File: src/rtl/rx_link_framer.sv
// rx_link_framer: link synchronisation and frame delimiting for the decoded
// 8B/10B receive byte stream. Payload bytes leave through a small FIFO on a
// valid/ready interface tagged with sop/eop/err markers.
module rx_link_framer #(
    parameter int SYNC_COMMAS = 3,
    parameter int LOSS_ERRS   = 4,
    parameter int GOOD_RUN    = 16,
    parameter int FIFO_DEPTH  = 8
) (
    input  logic        clk,
    input  logic        rst,
    input  logic        enable,
    input  logic        k_char,
    input  logic [7:0]  data_in,
    input  logic        error,
    output logic        link_up,
    output logic [7:0]  rx_data,
    output logic        rx_sop,
    output logic        rx_eop,
    output logic        rx_err,
    output logic        rx_valid,
    input  logic        rx_ready,
    output logic        overflow,
    output logic [15:0] frame_cnt
);

    localparam int AW = $clog2(FIFO_DEPTH);
    localparam int PW = AW + 1;
    localparam int CW = $clog2(SYNC_COMMAS + 1);
    localparam int BW = $clog2(LOSS_ERRS + 1);
    localparam int GW = $clog2(GOOD_RUN + 1);

    localparam logic [CW-1:0] SYNC_LIM = CW'(SYNC_COMMAS);
    localparam logic [BW-1:0] LOSS_LIM = BW'(LOSS_ERRS);
    localparam logic [GW-1:0] GOOD_LIM = GW'(GOOD_RUN);

    typedef enum logic [2:0] {
        CLS_COMMA = 3'd0,
        CLS_SOP   = 3'd1,
        CLS_EOP   = 3'd2,
        CLS_DATA  = 3'd3,
        CLS_BAD   = 3'd4
    } cls_e;

    typedef enum logic {
        SYNC_LOSS = 1'b0,
        SYNC_LOCK = 1'b1
    } sync_e;

    typedef enum logic {
        FR_IDLE    = 1'b0,
        FR_PAYLOAD = 1'b1
    } fr_e;

    cls_e           cls_s;

    sync_e          sync_q, sync_d;
    logic           link_q, link_d;
    logic [CW-1:0]  comma_q, comma_d;
    logic [BW-1:0]  bad_q, bad_d;
    logic [GW-1:0]  good_q, good_d;

    fr_e            fr_q, fr_d;
    logic           hold_vld_q, hold_vld_d;
    logic [7:0]     hold_byte_q, hold_byte_d;
    logic           hold_sop_q, hold_sop_d;
    logic           pend_q, pend_d;

    logic           push_s;
    logic [10:0]    push_entry_s;   // {data[7:0], sop, eop, err}
    logic           fcnt_inc_s;

    logic [PW-1:0]  wr_ptr_q, wr_ptr_d;
    logic [PW-1:0]  rd_ptr_q, rd_ptr_d;
    logic           overflow_q, overflow_d;
    logic [15:0]    frame_cnt_q, frame_cnt_d;
    logic [10:0]    mem_q [FIFO_DEPTH];

    logic           empty_s, full_s, pop_s, push_ok_s;
    logic [10:0]    head_s;

    // Classify the current character; a decode error overrides everything.
    always_comb begin
        cls_s = CLS_BAD;
        if (error) begin
            cls_s = CLS_BAD;
        end else if (!k_char) begin
            cls_s = CLS_DATA;
        end else begin
            case (data_in)
                8'hBC:   cls_s = CLS_COMMA;
                8'hFB:   cls_s = CLS_SOP;
                8'hFD:   cls_s = CLS_EOP;
                default: cls_s = CLS_BAD;
            endcase
        end
    end

    // Sync FSM next state: comma acquisition, then bad-character credit tracking.
    always_comb begin
        sync_d  = sync_q;
        link_d  = link_q;
        comma_d = comma_q;
        bad_d   = bad_q;
        good_d  = good_q;
        if (enable) begin
            case (sync_q)
                SYNC_LOSS: begin
                    if (cls_s == CLS_COMMA) begin
                        comma_d = comma_q + 1'b1;
                    end else if (cls_s == CLS_BAD) begin
                        comma_d = '0;
                    end else begin
                        comma_d = comma_q;
                    end
                    if (comma_d == SYNC_LIM) begin
                        sync_d  = SYNC_LOCK;
                        link_d  = 1'b1;
                        comma_d = '0;
                        bad_d   = '0;
                        good_d  = '0;
                    end else begin
                        sync_d  = SYNC_LOSS;
                    end
                end
                SYNC_LOCK: begin
                    if (cls_s == CLS_BAD) begin
                        bad_d  = bad_q + 1'b1;
                        good_d = '0;
                        if (bad_d == LOSS_LIM) begin
                            sync_d  = SYNC_LOSS;
                            link_d  = 1'b0;
                            comma_d = '0;
                            bad_d   = '0;
                        end else begin
                            sync_d  = SYNC_LOCK;
                        end
                    end else begin
                        // Saturate while there is no credit to repay.
                        if (good_q < GOOD_LIM) begin
                            good_d = good_q + 1'b1;
                        end else begin
                            good_d = good_q;
                        end
                        if ((good_d == GOOD_LIM) && (bad_q != '0)) begin
                            bad_d  = bad_q - 1'b1;
                            good_d = '0;
                        end else begin
                            bad_d  = bad_q;
                        end
                    end
                end
                default: begin
                    sync_d = SYNC_LOSS;
                    link_d = 1'b0;
                end
            endcase
        end else begin
            sync_d = sync_q;
        end
    end

    // Framer next state: delimiter stripping with a one-byte hold so the last
    // byte of a frame can be tagged with eop (and err on abort).
    always_comb begin
        fr_d         = fr_q;
        hold_vld_d   = hold_vld_q;
        hold_byte_d  = hold_byte_q;
        hold_sop_d   = hold_sop_q;
        pend_d       = pend_q;
        push_s       = 1'b0;
        push_entry_s = {hold_byte_q, hold_sop_q, 1'b0, 1'b0};
        fcnt_inc_s   = 1'b0;
        if (enable && link_q) begin
            case (fr_q)
                FR_IDLE: begin
                    if (cls_s == CLS_SOP) begin
                        fr_d   = FR_PAYLOAD;
                        pend_d = 1'b1;
                    end else begin
                        fr_d   = FR_IDLE;
                    end
                end
                FR_PAYLOAD: begin
                    case (cls_s)
                        CLS_DATA: begin
                            push_s      = hold_vld_q;
                            hold_vld_d  = 1'b1;
                            hold_byte_d = data_in;
                            hold_sop_d  = pend_q;
                            pend_d      = 1'b0;
                        end
                        CLS_COMMA: begin
                            fr_d = FR_PAYLOAD;
                        end
                        CLS_EOP: begin
                            push_s       = hold_vld_q;
                            push_entry_s = {hold_byte_q, hold_sop_q, 1'b1, 1'b0};
                            fcnt_inc_s   = hold_vld_q;
                            fr_d         = FR_IDLE;
                            hold_vld_d   = 1'b0;
                            pend_d       = 1'b0;
                        end
                        default: begin
                            // SOP or BAD inside a frame aborts it.
                            push_s       = hold_vld_q;
                            push_entry_s = {hold_byte_q, hold_sop_q, 1'b1, 1'b1};
                            fr_d         = FR_IDLE;
                            hold_vld_d   = 1'b0;
                            pend_d       = 1'b0;
                        end
                    endcase
                end
                default: begin
                    fr_d       = FR_IDLE;
                    hold_vld_d = 1'b0;
                    pend_d     = 1'b0;
                end
            endcase
        end else if (!link_q && (fr_q == FR_PAYLOAD)) begin
            // Defensive close: a frame can never stay open without link.
            push_s       = hold_vld_q;
            push_entry_s = {hold_byte_q, hold_sop_q, 1'b1, 1'b1};
            fr_d         = FR_IDLE;
            hold_vld_d   = 1'b0;
            pend_d       = 1'b0;
        end else begin
            fr_d = fr_q;
        end
    end

    // FIFO pointer, overflow and frame counter next state.
    always_comb begin
        empty_s   = (wr_ptr_q == rd_ptr_q);
        full_s    = (wr_ptr_q[AW] != rd_ptr_q[AW]) &&
                    (wr_ptr_q[AW-1:0] == rd_ptr_q[AW-1:0]);
        pop_s     = !empty_s && rx_ready;
        push_ok_s = push_s && (!full_s || pop_s);
        if (push_ok_s) begin
            wr_ptr_d = wr_ptr_q + 1'b1;
        end else begin
            wr_ptr_d = wr_ptr_q;
        end
        if (pop_s) begin
            rd_ptr_d = rd_ptr_q + 1'b1;
        end else begin
            rd_ptr_d = rd_ptr_q;
        end
        overflow_d  = overflow_q || (push_s && full_s && !pop_s);
        frame_cnt_d = frame_cnt_q + {15'd0, fcnt_inc_s};
    end

    // Control and status registers with synchronous reset.
    always_ff @(posedge clk) begin
        if (rst) begin
            sync_q      <= SYNC_LOSS;
            link_q      <= 1'b0;
            comma_q     <= '0;
            bad_q       <= '0;
            good_q      <= '0;
            fr_q        <= FR_IDLE;
            hold_vld_q  <= 1'b0;
            hold_byte_q <= 8'h00;
            hold_sop_q  <= 1'b0;
            pend_q      <= 1'b0;
            wr_ptr_q    <= '0;
            rd_ptr_q    <= '0;
            overflow_q  <= 1'b0;
            frame_cnt_q <= 16'h0000;
        end else begin
            sync_q      <= sync_d;
            link_q      <= link_d;
            comma_q     <= comma_d;
            bad_q       <= bad_d;
            good_q      <= good_d;
            fr_q        <= fr_d;
            hold_vld_q  <= hold_vld_d;
            hold_byte_q <= hold_byte_d;
            hold_sop_q  <= hold_sop_d;
            pend_q      <= pend_d;
            wr_ptr_q    <= wr_ptr_d;
            rd_ptr_q    <= rd_ptr_d;
            overflow_q  <= overflow_d;
            frame_cnt_q <= frame_cnt_d;
        end
    end

    // FIFO storage; the write slot is free even when full if the head pops.
    always_ff @(posedge clk) begin
        if (rst) begin
            for (int i = 0; i < FIFO_DEPTH; i++) begin
                mem_q[i] <= 11'd0;
            end
        end else if (push_ok_s) begin
            mem_q[wr_ptr_q[AW-1:0]] <= push_entry_s;
        end else begin
            mem_q[wr_ptr_q[AW-1:0]] <= mem_q[wr_ptr_q[AW-1:0]];
        end
    end

    assign head_s    = mem_q[rd_ptr_q[AW-1:0]];
    assign link_up   = link_q;
    assign rx_valid  = !empty_s;
    assign rx_data   = head_s[10:3];
    assign rx_sop    = head_s[2];
    assign rx_eop    = head_s[1];
    assign rx_err    = head_s[0];
    assign overflow  = overflow_q;
    assign frame_cnt = frame_cnt_q;

endmodule
File: config.mk
export PLATFORM = sky130hd
export DESIGN_NAME = rx_link_framer
export DESIGN_NICKNAME = d
export VERILOG_FILES = /design/src/rtl/rx_link_framer.sv
export SDC_FILE = /design/constraint.sdc
export NUM_CORES = 1
export LEC_CHECK = 0
export BUFFER_PORTS_ARGS = -buffer_cell sky130_fd_sc_hd__buf_2
export CAP_MARGIN = 20
export CORE_ASPECT_RATIO = 0.9
export CORE_MARGIN = 2
export CORE_UTILIZATION = 60
export CTS_BUF_LIST = sky130_fd_sc_hd__clkbuf_4 sky130_fd_sc_hd__clkbuf_8 sky130_fd_sc_hd__clkbuf_16
export DETAILED_ROUTE_END_ITERATION = 12
export PLACE_DENSITY = 0.9
export SYNTH_ARGS = -nofsm -noshare
export SYNTH_HDL_FRONTEND = slang
export SYNTH_SLANG_ARGS = --single-unit
File: constraint.sdc
create_clock -name clk -period 3.7 [get_ports clk]
set_clock_uncertainty 0.15 [all_clocks]
set_input_delay 0.37 -clock clk [delete_from_list [all_inputs] [get_ports clk]]
set_output_delay 0.37 -clock clk [all_outputs]
set_load 0.02 [all_outputs]
==> out/qor.csv <==
metric,value,unit
worst IR drop on VDD,0.000500,V
Site Rows,36,
clock transition at the registers of the reported paths,0.06,ns
time the worst path needs with I/O delays and setup,2.94,ns
routed wire length per instance,19.5,µm
chip width,114,µm
core box area,10800,µm²
Slew @ Worst Pin,0.934,ns
top achievable clock speed,0.340,GHz
number of flip-flops and latches in the synthesized netlist,140,
total die area,11800,µm²
TritonCTS Sinks,140,
total number of vias,4778,
CTS hold repair buffers,0,
Cells on Worst Hold Path,3,
initial antenna violation count,0,
Syn Area/Cell,11.4,µm²
top flip-flop cell by instance count after synthesis,sky130_fd_sc_hd__edfxtp_1,
data arrival time of the worst path,3.12,ns
cell area after technology mapping,6590,µm²
Worst Reg-to-Reg Cells,9,
count of routing violations after the opening detailed-route iteration,536,
cell family contributing the most delay on the critical path,simple AND/OR/NAND/NOR gates,
"Critical Path, Cell by Cell",nand2_1 -> nor4b_1 -> ha_1 -> ha_1 -> and2_0 -> and3_1 -> nand4_1 -> xnor2_1 -> and2_1,
Critical Path Slowest Stage Cell,sky130_fd_sc_hd__dfxtp_1,
ratio of total power to cell area,469,nW/µm²
fillcell total,727,
net count after synthesis,601,
number of hold violations in the final report,0,
Critical Setup Path Class,flip-flop to flip-flop,
input/output buffers,43,
Pins Over Slew Limit,0,
initial cell density of the core,61.2,%
Worst slew margin,37.7,%
number of setup violations in the final report,0,
critical path depth,9,
kind of start point of the critical path,flip-flop,
vias in the first global route,4602,
total I/O pin count,44,
maximum clock path buffer count,2,
Hold/Removal Path Class,input port to flip-flop,
register area share after synthesis,55.9,%
area occupied by multi-input gates,2710,µm²
highest fanout seen on the critical path,17,
clock latency of the later-clocked register in the worst-skew pair,0.43,ns
final worst-path cycle share,79.4,%
Setup crit end kind,flip-flop,
aggregate routed wire length,14800,µm
CTS root buffer,sky130_fd_sc_hd__clkbuf_16,
Post-DP Area,6870,µm²
Post-DRT Antenna Nets,0,
# Max-Cap Violations,0,
estimated wirelength of the detail-placed design,9490,µm
unrepaired setup endpoints after global routing,no,
TritonCTS Buffers,17,
DRC violations left,0,
Layout Cell Area excl Fill,7440,µm²
Post-CTS Resized,0,
number of enable flip-flop cells after synthesis,88,
share of cells above drive strength 1,20.1,%
vertical die dimension,103,µm
first drt pass iteration count,7,
Final GP Congestion,0.925,
CP max stage delay,0.68,ns
global-route wire length before repair,23100,µm
worst hold slack after final layout,0.0844,ns
cell occurring most often along the worst timing path,sky130_fd_sc_hd__ha_1,
CTS tree,done,
"commonest cells after routing, fill and taps aside","109 x sky130_fd_sc_hd__nor2_1, 88 x sky130_fd_sc_hd__edfxtp_1, 52 x sky130_fd_sc_hd__dfxtp_1",
Sequential Area,3680,µm²
layout overhead on the synthesized area,12.9,%
utilization after layout,69.1,%
post-CTS setup repair buffer count,0,
ys async rst share,0,%
Synth Warn #,0,
final std cells w/o fill,759,
overall track demand over capacity in global routing,26.3,%
TNS Setup,0,ns
detail-routed via count per cell,6.30,
number of nets at the end of the flow,637,
Netlist cell types,60,
synthesized instance count,577,
"commonest non-fill, non-tap cell in the layout",sky130_fd_sc_hd__nor2_1,
number of buffers and inverters on the critical path,0,
P_leak,2.54,nW
status,"finished, final reports clean",
required arrival time at the worst endpoint,3.88,ns
"Remaining Overflow, GRT",0,
largest net degree at the start of global routing,52,
Clock H-tree levels,4,
Antenna diodes,0,
post-placement cell count,727,
-- registers in the layout, indices dropped and copies added (netlist names), named ones only --
name         flops
pend_q           1
hold_byte_q      8
hold_sop_q       1
bad_q            3
fr_q             1
good_q           5
hold_vld_q       1
comma_q          2
rd_ptr_q         4
overflow         1
link_up          1
sync_q           1
frame_cnt       16
mem_q           88
wr_ptr_q         4
-- per-stage QoR --
stage,setup WS (ns),power (mW)
2_1_floorplan,0.977,1.80
3_3_place_gp,0.563,1.84
3_5_place_dp,0.491,1.85
4_1_cts,0.770,3.50
5_1_grt,0.518,3.58
6_report,0.761,3.49
-- worst min-delay path, cell delays in order --
cell and delay [ns]:
sky130_fd_sc_hd__buf_2 0.11, sky130_fd_sc_hd__nand3_1 0.07, sky130_fd_sc_hd__a21oi_1 0.06
-- logic make-up (layout without fill, tap and decap cells) --
group / after synthesis / after routing / synth area share, %
buffers and inverters: 44 / 93 / 2.98
xor gates and xnor gates: 22 / 22 / 2.92
and+or+nand+nor: 253 / 253 / 18.8
DFF: 140 / 140 / 55.9
AOI/OAI and AO/OA: 67 / 67 / 6.84
adders and majority gates: 10 / 10 / 1.90
muxes: 41 / 41 / 10.7
-- Yosys cell counts, types with 2 or more instances --
master,instances,share of area (%)
sky130_fd_sc_hd__a21o_1,5,0.57
sky130_fd_sc_hd__a21oi_1,24,1.8
sky130_fd_sc_hd__a31o_1,4,0.53
sky130_fd_sc_hd__a31o_2,2,0.27
sky130_fd_sc_hd__a31oi_1,4,0.38
sky130_fd_sc_hd__a41oi_1,3,0.40
sky130_fd_sc_hd__and2_1,4,0.38
sky130_fd_sc_hd__and3_1,3,0.28
sky130_fd_sc_hd__and4_1,3,0.40
sky130_fd_sc_hd__buf_2,7,0.53
sky130_fd_sc_hd__buf_4,2,0.23
sky130_fd_sc_hd__buf_6,2,0.34
sky130_fd_sc_hd__clkbuf_1,20,1.1
sky130_fd_sc_hd__dfxtp_1,52,16
sky130_fd_sc_hd__edfxtp_1,88,40
sky130_fd_sc_hd__ha_1,10,1.9
sky130_fd_sc_hd__inv_1,11,0.63
sky130_fd_sc_hd__mux2_2,12,2.1
sky130_fd_sc_hd__mux2i_1,6,0.91
sky130_fd_sc_hd__mux4_2,22,7.5
sky130_fd_sc_hd__nand2_1,40,2.3
sky130_fd_sc_hd__nand2b_1,9,0.85
sky130_fd_sc_hd__nand3_1,21,1.6
sky130_fd_sc_hd__nand3b_1,3,0.34
sky130_fd_sc_hd__nand4_1,9,0.85
sky130_fd_sc_hd__nand4b_1,3,0.40
sky130_fd_sc_hd__nor2_1,109,6.2
sky130_fd_sc_hd__nor2b_1,15,1.4
sky130_fd_sc_hd__nor3_1,8,0.61
sky130_fd_sc_hd__nor3b_1,2,0.23
sky130_fd_sc_hd__nor4_1,3,0.28
sky130_fd_sc_hd__nor4b_1,2,0.27
sky130_fd_sc_hd__o21ai_0,9,0.68
sky130_fd_sc_hd__o22ai_1,4,0.38
sky130_fd_sc_hd__o31ai_1,2,0.23
sky130_fd_sc_hd__or3_1,9,0.85
sky130_fd_sc_hd__or4b_4,2,0.42
sky130_fd_sc_hd__xnor2_1,12,1.6
sky130_fd_sc_hd__xor2_1,10,1.3
-- layer usage --
metal | vias to the layer above | share of wire, % | GRT usage, %
met5 | - | 0 | 0
met4 | 0 | 1.7 | 9.66
met3 | 30 | 9.0 | 7.81
met2 | 251 | 51 | 44.5
met1 | 2322 | 39 | 32.5
li1 | 2175 | - | -
-- power by group --
| part | switching, mW | internal (mW) | leakage (nW) |
|---|---|---|---|
| clock network | 0.674 | 1.00 | 0.277 |
| registers | 0.0124 | 1.70 | 1.29 |
| logic | 0.0705 | 0.0360 | 0.977 |
| total | 0.757 | 2.73 | 2.54 |
-- path summary, 6_finish.rpt --
check | startpoint | to | slack (ns)
setup / recovery | fr_q$_SDFFE_PP0P_ | frame_cnt[14]$_SDFF_PP0_ | 0.76
setup reg to reg | fr_q$_SDFFE_PP0P_ | frame_cnt[14]$_SDFF_PP0_ | 0.76
hold reg to reg | hold_vld_q$_SDFFE_PP0P_ | hold_vld_q$_SDFFE_PP0P_ | 0.32
hold / removal | data_in[7] | hold_byte_q[7]$_SDFFE_PP0P_ | 0.08
-- layout make-up --
class	instances	share of cell area (%)
Sequential cell	140	49.5
Clock inverter	14	1.93
Clock buffer	18	5.82
Timing Repair Buffer	49	3.50
Tap cell	133	2.24
Multi-Input combinational cell	393	36.4
Inverter	12	0.605
Power figures use the tool's default switching activity.
